[config.mk]
export PLATFORM = sky130hd
export DESIGN_NAME = hex_line_tx
export DESIGN_NICKNAME = d
export VERILOG_FILES = /design/src/rtl/hex_line_tx.sv
export SDC_FILE = /design/constraint.sdc
export NUM_CORES = 1
export LEC_CHECK = 0
export CORE_AREA = 2 2 124 126
export CTS_BUF_LIST = sky130_fd_sc_hd__clkbuf_16
export DETAILED_ROUTE_END_ITERATION = 8
export DIE_AREA = 0 0 126 128
export HOLD_SLACK_MARGIN = 0.02
export PLACE_DENSITY = 0.83
export SKIP_LAST_GASP = 1
export SLEW_MARGIN = 10
export SYNTH_ARGS = -nofsm -noshare
export SYNTH_HDL_FRONTEND = slang
export SYNTH_SLANG_ARGS = --single-unit
[constraint.sdc]
create_clock -name clock -period 2.35 [get_ports clock]
set_input_delay 0.3525 -clock clock [delete_from_list [all_inputs] [get_ports clock]]
set_output_delay 0.3525 -clock clock [all_outputs]
set_load 0.01 [all_outputs]
[src/rtl/hex_line_tx.sv]
// Queues result words in a small FIFO and prints each one on the UART as
// NDIG uppercase hex digits followed by CR LF, using the rs232out we/busy handshake.
module hex_line_tx #(
    parameter int WIDTH = 36,
    parameter int DEPTH = 4
) (
    input  logic                     clock,
    input  logic                     reset,
    input  logic [WIDTH-1:0]         in_word,
    input  logic                     in_valid,
    output logic                     in_ready,
    output logic [7:0]               tx_data,
    output logic                     tx_we,
    input  logic                     tx_busy,
    output logic [$clog2(DEPTH):0]   level,
    output logic                     idle
);
    localparam int NDIG = WIDTH / 4;
    localparam int AW   = $clog2(DEPTH);
    localparam int LW   = AW + 1;
    localparam int CW   = $clog2(NDIG + 1);

    typedef enum logic [1:0] {S_IDLE, S_DIGIT, S_CR, S_LF} state_t;

    function automatic logic [7:0] hex(input logic [3:0] n);
        return (n < 4'd10) ? 8'h30 + {4'h0, n} : 8'h37 + {4'h0, n};
    endfunction

    logic [WIDTH-1:0] mem [DEPTH];
    logic [AW-1:0]    wr_ptr, rd_ptr;
    logic             nonempty_q;
    logic             push, pop, consumed;

    state_t           state, state_n;
    logic [WIDTH-1:0] shifter, shifter_n, shifted;
    logic [CW-1:0]    cnt, cnt_n;
    logic [7:0]       data_n;
    logic             we_n;

    assign in_ready = (level != LW'(DEPTH));
    assign push     = in_valid && in_ready;
    // nonempty_q lags level by one edge, so a freshly written word sits one
    // cycle in the FIFO before the line engine may pop it.
    assign pop      = (state == S_IDLE) && nonempty_q && (level != '0);
    assign consumed = tx_we && !tx_busy;
    assign shifted  = shifter << 4;
    assign idle     = (level == '0) && (state == S_IDLE);

    always_ff @(posedge clock) begin
        if (push) mem[wr_ptr] <= in_word;
    end

    always_ff @(posedge clock) begin
        if (reset) begin
            wr_ptr     <= '0;
            rd_ptr     <= '0;
            level      <= '0;
            nonempty_q <= 1'b0;
        end else begin
            nonempty_q <= (level != '0);
            if (push) wr_ptr <= wr_ptr + AW'(1);
            if (pop)  rd_ptr <= rd_ptr + AW'(1);
            case ({push, pop})
                2'b10:   level <= level + LW'(1);
                2'b01:   level <= level - LW'(1);
                default: level <= level;
            endcase
        end
    end

    always_ff @(posedge clock) begin
        if (reset) begin
            state   <= S_IDLE;
            shifter <= '0;
            cnt     <= '0;
            tx_data <= 8'h00;
            tx_we   <= 1'b0;
        end else begin
            state   <= state_n;
            shifter <= shifter_n;
            cnt     <= cnt_n;
            tx_data <= data_n;
            tx_we   <= we_n;
        end
    end

    always_comb begin
        state_n   = state;
        shifter_n = shifter;
        cnt_n     = cnt;
        data_n    = tx_data;
        we_n      = tx_we;
        case (state)
            S_IDLE: if (pop) begin
                shifter_n = mem[rd_ptr];
                cnt_n     = CW'(NDIG);
                data_n    = hex(mem[rd_ptr][WIDTH-1 -: 4]);
                we_n      = 1'b1;
                state_n   = S_DIGIT;
            end
            S_DIGIT: if (consumed) begin
                shifter_n = shifted;
                cnt_n     = cnt - CW'(1);
                if (cnt == CW'(1)) begin
                    data_n  = 8'h0D;
                    state_n = S_CR;
                end else begin
                    data_n  = hex(shifted[WIDTH-1 -: 4]);
                end
            end
            S_CR: if (consumed) begin
                data_n  = 8'h0A;
                state_n = S_LF;
            end
            S_LF: if (consumed) begin
                we_n    = 1'b0;
                state_n = S_IDLE;
            end
            default: state_n = S_IDLE;
        endcase
    end
endmodule
Word level (Yosys, flattened, before mapping) --
Memories as Yosys holds them, arrays and structs flattened. A register that Yosys moved wholly into a read port is not among the register bits. Index checks and enable logic that the tools add are counted.
Storage, ports and cells: bits in read-only memories 0, RAM bits 144, bits in latches 0, register bits 55, output and inout port bits 14, memories kept 1
Operators by class: div/mod/pow operators 0, add/sub/neg operators 9, bitwise operators 0, $lt $le $gt $ge 2, multipliers 0, equal/unequal tests 12, reductions and logical operators 17, mux-type cells 27, shift operators 0
Memories:
- mem | depth 4, width 36, read ports 1, clocked after Yosys merged registers in 1, wr ports 1, line 29 | logic [WIDTH-1:0] mem [DEPTH];
Operators with widths (count):
- $mux W32 | 2
- $pmux W32 S2 | 1
- $add A6 B4 Y7 const A | 4
- $mux W8 | 3
- $pmux W8 S3 | 1
- $mux W7 | 3
- $mux W2 | 7
- $ne A2 B2 Y1 const B | 5
- $lt A4 B4 Y1 const B | 2
- $mux W4 | 2
- $pmux W2 S4 | 1
- $pmux W4 S2 | 1
- $eq A2 B2 Y1 const B | 3
- $pmux W3 S2 | 1
- $reduce_and A3 Y1 | 2
- $reduce_bool A2 Y1 | 3
- $reduce_bool A3 Y1 | 2
- $logic_and A1 B1 Y1 | 5
- $reduce_and A5 Y1 | 1
- $add A2 B1 Y2 const B | 2
- $eq A2 B1 Y1 const B | 2
- $eq A4 B1 Y1 const B | 1
- $mux W1 | 4
- $reduce_and A4 Y1 | 1
- 8 further kinds | 8

Depth between registers and ports, before layout --
Gate-level depths: netlist (run 1).
word-level depth 5, depth in mapped cells 10, mapped depth without buffers 10

Least setup slack after synthesis (run 1) --
No wires, ideal clock.
path kind reg-to-reg, start reg level[0], end reg level[2], library setup time 71 ps, cell stages (with the launch flop) 11, slack 161 ps, arrival 2119 ps, path buffers 0, data required time 2279 ps, path through dfxtp_1 -> inv_1 -> nand3_1 -> and2_1 -> inv_1 -> ha_1 -> inv_1 -> fa_1 -> xor2_1 -> or3_1 -> a21oi_1
Between the ends: word-level cells in the longest chain between the ends 4, elaborated cells between the ends (all ways) 10, classes of those cells add/sub (2); eq/ne (3); mux (1); reduce/logical (4)
RTL lines:
- from (decl) | line 15 | output logic [$clog2(DEPTH):0] level,
- from (signal assigned) | line 64 | 2'b10: level <= level + LW'(1);
- from (signal assigned) | line 65 | 2'b01: level <= level - LW'(1);
- from (signal assigned) | line 66 | default: level <= level;
- $ne A3 B3 Y1 (*) | line 40 | assign in_ready = (level != LW'(DEPTH));
- via in_ready | line 11 | output logic in_ready,
- $logic_and A1 B1 Y1 (*) | line 41 | assign push = in_valid && in_ready;
- $eq A2 B1 Y1 or $eq A2 B2 Y1 (tied branches) | line 63 | case ({push, pop})
- $pmux W3 S2 or $reduce_bool A2 Y1 (tied branches)
The timed path passes the listed nets; every way through them passes the cells marked *. A chain may end at the register's enable or synchronous reset.

Worst setup path in the final report (run 1) --
start reg state[0], end out idle
Between the ends: word-level cells in the longest chain between the ends 2
RTL lines:
- from (decl) | line 34 | state_t state, state_n;
- from (signal assigned) | line 79 | state <= state_n;
- $logic_not A2 Y1 | line 47 | assign idle = (level == '0) && (state == S_IDLE);
- $logic_and A1 B1 Y1 | line 47
- to (decl) | line 16 | output logic idle
No other way between the ends.

==> impl_metrics.env, run 1 <==
export IMPL_h_tree_depth=4
export IMPL_regToRegSetupSlack_ns=0.14
export IMPL_grt_pass1_vias=4513
export IMPL_cp_max_fo=6
export IMPL_yosysWarnings=0
export IMPL_die_area_sq_mm=0.0161
export IMPL_die_x_um=126
export IMPL_cp_cell_sequence="inv_1 -> ha_1 -> buf_4 -> and2_1 -> clkdlybuf4s50_1"
export IMPL_io_buffers=52
export IMPL_ys_flop_type="edfxtp_1"
export IMPL_combPwrFrac=0.276
export IMPL_nets=617
export IMPL_synth_seq_area_share=0.682
export IMPL_fin_setup_tns_ns=0
export IMPL_synthCells=503
export IMPL_insertion_delay_ns=0.43
export IMPL_status="finished, final reports clean"
export IMPL_p_int_w=0.00706
export IMPL_rsz0062_at_grt="yes"
export IMPL_ctsRootBufferMaster="clkbuf_16"
export IMPL_areaGrowthSynthToFinish_pct=17.3
export IMPL_gr_total_overflow=0
export IMPL_cts_buffer_depth=2
export IMPL_synth_async_reset_ratio=0
export IMPL_p_per_area_mw_per_mm2=1080
export IMPL_drt_iter0_drc=333
export IMPL_gp_congestion=0.825
export IMPL_ioPinCount=54
export IMPL_ant_nets=0
export IMPL_r2r_cells=10
export IMPL_final_area_sq_mm=0.00937
export IMPL_reg2reg_to="level[2]$_SDFFE_PP0P_"
export IMPL_seq_power_share=0.458
export IMPL_peakVddDrop_mv=0.612
export IMPL_slowest_delay_ns=0.53
export IMPL_holdPathEnd="tx_we$_SDFFE_PP0P_"
export IMPL_crit_required_ns=2.00
export IMPL_track_usage=0.201
export IMPL_tightest_slew_ns=0.527
export IMPL_seqCellArea_sq_mm=0.00545
export IMPL_period_needed_ns=2.27
export IMPL_fin_crit_sh=0.965
export IMPL_dp_hpwl_mm=9.30
export IMPL_cts_repair_resized=0
export IMPL_cts_tree="yes"
export IMPL_drc=0
export IMPL_chipHeight_um=128
export IMPL_drive_gt1_frac=0.159
export IMPL_vias_per_cell=5.92
export IMPL_clk_pin_slew_ns=0.06
export IMPL_antenna_found_initial=0
export IMPL_hold_ws_ns=0.350
export IMPL_wire_per_inst_um=20.1
export IMPL_postSynthAreaPerCell_sq_um=15.9
export IMPL_power_w=0.0101
export IMPL_drt_total_wl_mm=15.3
export IMPL_slew_viol_final=0
export IMPL_fin_skew_ns=0.00613
export IMPL_cp_end_kind="output pin"
export IMPL_setup_violations=0
export IMPL_fmax_ghz=0.441
export IMPL_multi_input_area_sq_mm=0.00236
export IMPL_fill_cells=1061
export IMPL_slew_headroom=0.649
export IMPL_slowest_stage="clkdlybuf4s50_1"
export IMPL_hold_buffers=0
export IMPL_placed_area_sq_mm=0.00880
export IMPL_postCtsSetupRepairBufs=0
export IMPL_cap_violations=0
export IMPL_rr_startpoint="level[0]$_SDFFE_PP0P_"
export IMPL_hold_viol_final=0
export IMPL_power_leakage_nw=3.11
export IMPL_synth_seq_cells=200
export IMPL_start_util=0.537
export IMPL_cp_arrival_ns=1.92
export IMPL_clockPowerShare=0.266
export IMPL_core_area_sq_mm=0.0149
export IMPL_synth_fp_nets=559
export IMPL_grt_pass1_wl_mm=24.3
export IMPL_hold_path_class="primary input to flip-flop"
export IMPL_grt_max_degree=60
export IMPL_syn_area_sq_mm=0.00798
export IMPL_num_vias=4514
export IMPL_rows=45
export IMPL_cp_start_kind="flip-flop"
export IMPL_cts_num_sinks=200
export IMPL_ys_types=47
export IMPL_swShare=0.301
export IMPL_numCtsBuffers=17
export IMPL_hp_start="reset"
export IMPL_setup_worst_path_class="flip-flop to output pin"
export IMPL_num_antenna_cells=0
export IMPL_min_path_cells=2
export IMPL_p_switching_w=0.00304
export IMPL_synth_edf_count=144
export IMPL_dr_pass1_iters=6
export IMPL_startpoint="state[0]$_SDFFE_PP0P_"
sequential cells by signal, summed over array words and instances (netlist names), named ones only:
name	count
tx_data	7
shifter	32
wr_ptr	2
mem	144
level	3
rd_ptr	2
nonempty_q	1
state	2
cnt	4
tx_we	1
metrics by stage:
step | setup slack [ns] | util | std cells
after floorplan | 0.161 | - | 503
after global placement | 0.0602 | 0.592 | 730
after detailed placement | -0.0254 | 0.592 | 730
after CTS | 0.0542 | 0.629 | 762
after global routing | -0.00876 | 0.630 | 762
final | 0.0821 | 0.630 | 762
kinds of logic (layout without fill, tap and decap cells):
logic type | Yosys count | after routing | synth area share
AOI/OAI and AO/OA | 79 | 79 | 0.0685
xor gates and xnor gates | 8 | 8 | 0.00878
adders and majority gates | 16 | 16 | 0.0260
buffers and inverters | 45 | 116 | 0.0240
DFF | 200 | 200 | 0.682
muxes | 65 | 65 | 0.138
other | 1 | 1 | 0.000470
and+or+nand+nor | 89 | 89 | 0.0523
worst max-delay path: cells and delay by family (launching register included):
kind	cells	cell delay, ns
and+or+nand+nor	1	0.12
adders and majority gates	1	0.21
buffers and inverters	3	0.82
DFF	1	0.34
how the worst max path moves through the flow:
| stage | depth (start not counted) | to |
|---|---|---|
| after global routing | 10 | level[2]$_SDFFE_PP0P_ |
| after floorplan | 10 | level[2]$_SDFFE_PP0P_ |
| final | 5 | idle |
| after detailed placement | 9 | level[2]$_SDFFE_PP0P_ |
| after CTS | 5 | idle |
| after global placement | 9 | level[2]$_SDFFE_PP0P_ |
layout make-up:
type | instances | share of cell area
sequential | 200 | 0.582
clock buffer | 19 | 0.0508
clock inverter | 13 | 0.00855
tap | 188 | 0.0251
inverter | 18 | 0.00721
multi-input combinational | 258 | 0.252
timing repair buffer | 66 | 0.0743
metal layers:
layer / share of wire / vias to the layer above / track usage
met3: 0.048 / 33 / 0.0505
li1: - / 2054 / -
met2: 0.49 / 142 / 0.327
met4: 0.027 / 0 / 0.0814
met1: 0.43 / 2285 / 0.262
met5: 0 / - / 0
cells in the mapped netlist (all sizes together), types with 5 or more instances:
cell type,instances,area (sq um)
a22oi,5,37.5
a21oi,15,75.1
nand2,9,33.8
edfxtp,144,4320
o21ai,11,55.1
inv,18,67.6
and3,5,31.3
mux2i,29,290
dfxtp,56,1120
ha,15,188
mux4,36,811
clkbuf,11,41.3
buf,16,82.6
a211oi,33,248
nor2,49,184
cells in the final DEF, fill, tap and decap left out, types with 3 or more instances in the layout:
| master | instances |
|---|---|
| nand2b_1 | 3 |
| clkbuf_16 | 19 |
| dfxtp_2 | 3 |
| xor2_1 | 4 |
| mux2i_1 | 29 |
| nor2_1 | 49 |
| inv_1 | 21 |
| o221ai_1 | 3 |
| ha_1 | 14 |
| buf_12 | 6 |
| and3_1 | 5 |
| buf_4 | 8 |
| dfxtp_1 | 53 |
| edfxtp_1 | 144 |
| clkdlybuf4s50_1 | 51 |
| clkinv_4 | 3 |
| a22oi_1 | 4 |
| nand3b_1 | 3 |
| a21oi_1 | 15 |
| nand2_1 | 9 |
| o21a_1 | 3 |
| nor3_1 | 3 |
| mux4_2 | 36 |
| or3_1 | 3 |
| clkinv_2 | 3 |
| o21ai_0 | 10 |
| a211oi_1 | 33 |
| xnor2_1 | 4 |
power groups by stage:
stage	Combinational (W)	Clock [W]	Sequential [W]
6_report	0.00279	0.00269	0.00462
5_1_grt	0.00307	0.00286	0.00467
4_1_cts	0.00278	0.00273	0.00461
3_5_place_dp	0.00275	0	0.00468
3_3_place_gp	0.00263	0	0.00464
2_1_floorplan	0.00192	0	0.00461
No activity file was read; power rests on OpenSTA's default activity.
==> inputs of run 2 (changes only) <==
--- a/config.mk
+++ b/config.mk
@@ -5,12 +5,12 @@
 export SDC_FILE = /design/constraint.sdc
 export NUM_CORES = 1
 export LEC_CHECK = 0
-export CORE_AREA = 2 2 124 126
+export CORE_AREA = 2 2 155 157
 export CTS_BUF_LIST = sky130_fd_sc_hd__clkbuf_16
 export DETAILED_ROUTE_END_ITERATION = 8
-export DIE_AREA = 0 0 126 128
+export DIE_AREA = 0 0 157 159
 export HOLD_SLACK_MARGIN = 0.02
-export PLACE_DENSITY = 0.83
+export PLACE_DENSITY = 0.6
 export SKIP_LAST_GASP = 1
 export SLEW_MARGIN = 10
 export SYNTH_ARGS = -nofsm -noshare
==> impl_metrics.env, run 2 (same netlist as run 1, synthesis figures left out) <==
export IMPL_drt_total_wl_mm=15.2
export IMPL_numCtsBuffers=17
export IMPL_insertion_delay_ns=0.43
export IMPL_cts_num_sinks=200
export IMPL_hold_path_class="primary input to flip-flop"
export IMPL_dr_pass1_iters=4
export IMPL_largest_register="mem"
export IMPL_cap_violations=0
export IMPL_fill_cells=2116
export IMPL_dp_hpwl_mm=9.51
export IMPL_final_common_cell="edfxtp_1"
export IMPL_fin_setup_tns_ns=0
export IMPL_die_x_um=157
export IMPL_areaGrowthSynthToFinish_pct=19.8
export IMPL_critPathTopFamily="buffers and inverters"
export IMPL_fin_crit_sh=0.942
export IMPL_fin_skew_ns=0.0147
export IMPL_hold_buffers=0
export IMPL_cp_cell_sequence="inv_2 -> ha_1 -> buf_4 -> and2_1 -> clkdlybuf4s50_1"
export IMPL_die_area_sq_mm=0.0250
export IMPL_vias_per_cell=4.83
export IMPL_chipHeight_um=159
export IMPL_fmax_ghz=0.452
export IMPL_gr_total_overflow=0
export IMPL_rows=56
export IMPL_cp_buffers_inverters=3
export IMPL_cts_tree="yes"
export IMPL_grt_pass1_vias=4580
export IMPL_rsz0062_at_grt="yes"
export IMPL_track_usage=0.131
export IMPL_status="finished, final reports clean"
export IMPL_num_antenna_cells=0
export IMPL_setup_worst_path_class="flip-flop to output pin"
export IMPL_wire_per_inst_um=17.0
export IMPL_antenna_found_initial=0
export IMPL_cp_end_kind="output pin"
export IMPL_top_regs="mem (144), shifter (32), tx_data (7)"
export IMPL_start_util=0.344
export IMPL_cts_buffer_depth=2
export IMPL_ioPinCount=54
export IMPL_multi_input_area_sq_mm=0.00237
export IMPL_core_area_sq_mm=0.0232
export IMPL_nets=619
export IMPL_hold_ws_ns=0.341
export IMPL_final_cell_mix="144 x edfxtp_1, 52 x dfxtp_1, 51 x clkdlybuf4s50_1"
export IMPL_cp_start_kind="flip-flop"
export IMPL_clk_pin_slew_ns=0.07
export IMPL_peakVddDrop_mv=0.530
export IMPL_tightest_slew_ns=0.518
export IMPL_slowest_delay_ns=0.52
export IMPL_largest_reg_flops=144
export IMPL_crit_required_ns=2.00
export IMPL_power_leakage_nw=3.12
export IMPL_slew_viol_final=0
export IMPL_io_buffers=52
export IMPL_p_per_area_mw_per_mm2=1060
export IMPL_drive_gt1_frac=0.175
export IMPL_slew_headroom=0.655
export IMPL_hold_viol_final=0
export IMPL_drc=0
export IMPL_period_needed_ns=2.21
export IMPL_grt_pass1_wl_mm=24.8
export IMPL_seqCellArea_sq_mm=0.00545
export IMPL_slowest_stage="clkdlybuf4s50_1"
export IMPL_drt_iter0_drc=209
export IMPL_num_vias=4327
export IMPL_ctsRootBufferMaster="clkbuf_16"
export IMPL_ant_nets=0
export IMPL_h_tree_depth=4
export IMPL_grt_max_degree=60
export IMPL_gp_congestion=0.751
export IMPL_setup_violations=0
export IMPL_cp_max_fo=6
export IMPL_cp_arrival_ns=1.86
-- run 2: routing by layer --
metal	GRT usage	part of all wire	up-vias
li1	-	-	2064
met1	0.172	0.46	2189
met2	0.215	0.50	66
met3	0.0313	0.028	8
met4	0.0400	0.0080	0
met5	0	0	-
-- run 2: timing repair --
action,in CTS,in global routing
setup buffers,0,0
endpoints found under the hold margin,0,0
resized for setup,0,11
endpoints found under the setup margin,0,2
-- run 2: cell type report --
cell class | count | share of cell area
repair buffers | 68 | 0.0743
multi-input cells | 258 | 0.248
well taps | 319 | 0.0417
flip-flops and latches | 200 | 0.570
inverters | 18 | 0.00707
clock buffers | 18 | 0.0471
clock inverters | 14 | 0.0120
-- run 2: power by group --
group	internal, W	switching [W]
Combinational	0.00131	0.00147
Clock	0.00145	0.00130
Sequential	0.00430	0.000294
-- run 2: path summary, 6_finish.rpt --
path                            to  cells past startpoint                   from  slack [ns]
max reg2reg  level[2]$_SDFFE_PP0P_                     10  state[0]$_SDFFE_PP0P_        0.14
min reg2reg    cnt[1]$_SDFFE_PP0P_                      2    cnt[1]$_SDFFE_PP0P_        0.47
max                           idle                      5  state[0]$_SDFFE_PP0P_        0.14
min                      flip-flop                      2                  reset        0.34
-- run 2: worst reg2reg max path, stage by stage (launching register included) --
cell     delay (ns)
dfxtp_2        0.35
inv_2          0.08
ha_1           0.20
nand3_2        0.13
inv_2          0.10
ha_1           0.18
inv_1          0.06
fa_1           0.38
xor2_1         0.16
or3_1          0.34
a21oi_2        0.16
-- run 2: stage by stage --
stage          cells  power (W)  utilization  worst slack [ns]  area [sq um]
2_1_floorplan    503    0.00654            -             0.161          7980
3_3_place_gp     863    0.00735        0.387             0.110          8980
3_5_place_dp     863    0.00746        0.387           -0.0326          8980
4_1_cts          895     0.0102        0.412           0.00669          9540
5_1_grt          895     0.0107        0.412         -0.000740          9560
6_report         895     0.0101        0.412             0.136          9560
==> inputs of run 3 (changes only) <==
--- a/config.mk
+++ b/config.mk
@@ -5,12 +5,13 @@
 export SDC_FILE = /design/constraint.sdc
 export NUM_CORES = 1
 export LEC_CHECK = 0
-export CORE_AREA = 2 2 155 157
+export CORE_AREA = 2 2 121 123
 export CTS_BUF_LIST = sky130_fd_sc_hd__clkbuf_16
 export DETAILED_ROUTE_END_ITERATION = 8
-export DIE_AREA = 0 0 157 159
+export DIE_AREA = 0 0 123 125
 export HOLD_SLACK_MARGIN = 0.02
-export PLACE_DENSITY = 0.6
+export PLACE_DENSITY = 0.86
+export REMOVE_ABC_BUFFERS = 1
 export SKIP_LAST_GASP = 1
 export SLEW_MARGIN = 10
 export SYNTH_ARGS = -nofsm -noshare
==> impl_metrics.env, run 3 (same netlist as run 1, synthesis figures left out) <==
export IMPL_ctsRootBufferMaster="clkbuf_16"
export IMPL_core_area_sq_mm=0.0142
export IMPL_cts_num_sinks=200
export IMPL_clk_pin_slew_ns=0.07
export IMPL_grt_max_degree=60
export IMPL_slew_headroom=0.613
export IMPL_largest_reg_flops=144
export IMPL_r2r_cells=10
export IMPL_die_area_sq_mm=0.0154
export IMPL_postCtsSetupRepairBufs=0
export IMPL_holdPathEnd="rd_ptr[0]$_SDFFE_PP0P_"
export IMPL_peakVddDrop_mv=0.683
export IMPL_rsz0062_at_grt="no"
export IMPL_h_tree_depth=4
export IMPL_tightest_slew_ns=0.580
export IMPL_num_vias=4422
export IMPL_rr_startpoint="level[0]$_SDFFE_PP0P_"
export IMPL_gp_congestion=0.825
export IMPL_dp_hpwl_mm=8.75
export IMPL_status="finished, final reports clean"
export IMPL_final_area_sq_mm=0.00941
export IMPL_gr_total_overflow=0
export IMPL_min_path_cells=2
export IMPL_largest_register="mem"
export IMPL_reg2reg_to="level[2]$_SDFFE_PP0P_"
export IMPL_wire_per_inst_um=18.9
export IMPL_top_regs="mem (144), shifter (32), tx_data (7)"
export IMPL_hold_path_class="primary input to flip-flop"
export IMPL_clockPowerShare=0.283
export IMPL_regToRegSetupSlack_ns=0.15
export IMPL_slew_viol_final=0
export IMPL_crit_required_ns=2.00
export IMPL_chipHeight_um=125
export IMPL_cts_buffer_depth=2
export IMPL_drc=0
export IMPL_seq_power_share=0.448
export IMPL_areaGrowthSynthToFinish_pct=17.8
export IMPL_insertion_delay_ns=0.43
export IMPL_cap_violations=0
export IMPL_final_common_cell="edfxtp_1"
export IMPL_p_int_w=0.00728
export IMPL_hold_buffers=0
export IMPL_grt_pass1_wl_mm=23.5
export IMPL_p_per_area_mw_per_mm2=1090
export IMPL_grt_pass1_vias=4672
export IMPL_cp_arrival_ns=1.87
export IMPL_rows=44
export IMPL_track_usage=0.205
export IMPL_hp_start="reset"
export IMPL_cts_tree="yes"
export IMPL_setup_violations=0
export IMPL_period_needed_ns=2.22
export IMPL_power_w=0.0103
export IMPL_numCtsBuffers=17
export IMPL_drt_iter0_drc=422
export IMPL_start_util=0.562
export IMPL_nets=620
export IMPL_antenna_found_initial=0
export IMPL_combPwrFrac=0.270
export IMPL_vias_per_cell=5.81
export IMPL_p_switching_w=0.00301
export IMPL_cp_max_fo=6
export IMPL_drive_gt1_frac=0.165
export IMPL_swShare=0.293
export IMPL_cts_repair_resized=0
export IMPL_ant_nets=0
export IMPL_die_x_um=123
export IMPL_fin_skew_ns=0.00545
export IMPL_dr_pass1_iters=5
export IMPL_cp_start_kind="flip-flop"
export IMPL_drt_total_wl_mm=14.3
export IMPL_cp_end_kind="output pin"
export IMPL_placed_area_sq_mm=0.00880
export IMPL_num_antenna_cells=0
export IMPL_fin_crit_sh=0.946
export IMPL_power_leakage_nw=3.12
export IMPL_hold_viol_final=0
export IMPL_fmax_ghz=0.450
export IMPL_fill_cells=959
export IMPL_final_cell_mix="144 x edfxtp_1, 54 x dfxtp_1, 51 x clkdlybuf4s50_1"
export IMPL_ioPinCount=54
export IMPL_io_buffers=52
export IMPL_setup_worst_path_class="flip-flop to output pin"
run 3: changes by cell type in the layout (fill, tap and decap cells not counted), sizes merged:
cell      delta
buf          +1
bufinv       +3
clkbuf       -1
clkinv       -1
clkinvlp     +2
inv          -3
run 3: per-stage QoR:
stage          std cells  hold WS (ns)  utilization  setup WS (ns)  TNS, ns
2_1_floorplan        476         0.422            -          -2.26   -70.45
3_3_place_gp         729         0.452        0.620         0.0667        0
3_5_place_dp         729         0.476        0.620        -0.0184  -0.0184
4_1_cts              761         0.394        0.662         0.0734        0
5_1_grt              761         0.420        0.662        0.00175        0
6_report             761         0.406        0.662          0.126        0
run 3: layout make-up:
cell class	instances	area, sq um	area share
Multi-Input combinational cell	258	2350	0.250
Tap cell	184	230	0.0245
Inverter	18	67.6	0.00718
Clock buffer	17	425	0.0452
Timing Repair Buffer	69	706	0.0750
Clock inverter	15	175	0.0186
Sequential cell	200	5450	0.579
run 3: how the worst max path moves through the flow:
| stage | start | endpoint | cells past startpoint |
|---|---|---|---|
| floorplan | state[1]$_SDFFE_PP0P_ | cnt[2]$_SDFFE_PP0P_ | 7 |
| global placement | in_valid | level[2]$_SDFFE_PP0P_ | 9 |
| detailed placement | in_valid | level[2]$_SDFFE_PP0P_ | 9 |
| CTS | state[1]$_SDFFE_PP0P_ | idle | 5 |
| global route | level[1]$_SDFFE_PP0P_ | level[2]$_SDFFE_PP0P_ | 10 |
| finish | state[0]$_SDFFE_PP0P_ | idle | 5 |
run 3: layer usage:
layer / up-vias / global-route usage / routed length [um]
li1: 2056 / - / -
met1: 2248 / 0.251 / 5940
met2: 106 / 0.344 / 7670
met3: 12 / 0.0552 / 596
met4: 0 / 0.0809 / 143
met5: - / 0 / 0
run 3: power groups by stage:
stage,Combinational (W),Sequential [W],Clock (W)
final,0.00277,0.00461,0.00291
after global routing,0.00307,0.00466,0.00310
after CTS,0.00280,0.00461,0.00296
after detailed placement,0.00277,0.00467,0
after global placement,0.00265,0.00462,0
after floorplan,0.00185,0.00477,0
run 3: worst max-delay path: stages (launching register included):
cell and delay, ns:
dfxtp_1 0.40, inv_2 0.08, ha_1 0.21, buf_4 0.16, and2_1 0.13, clkdlybuf4s50_1 0.47
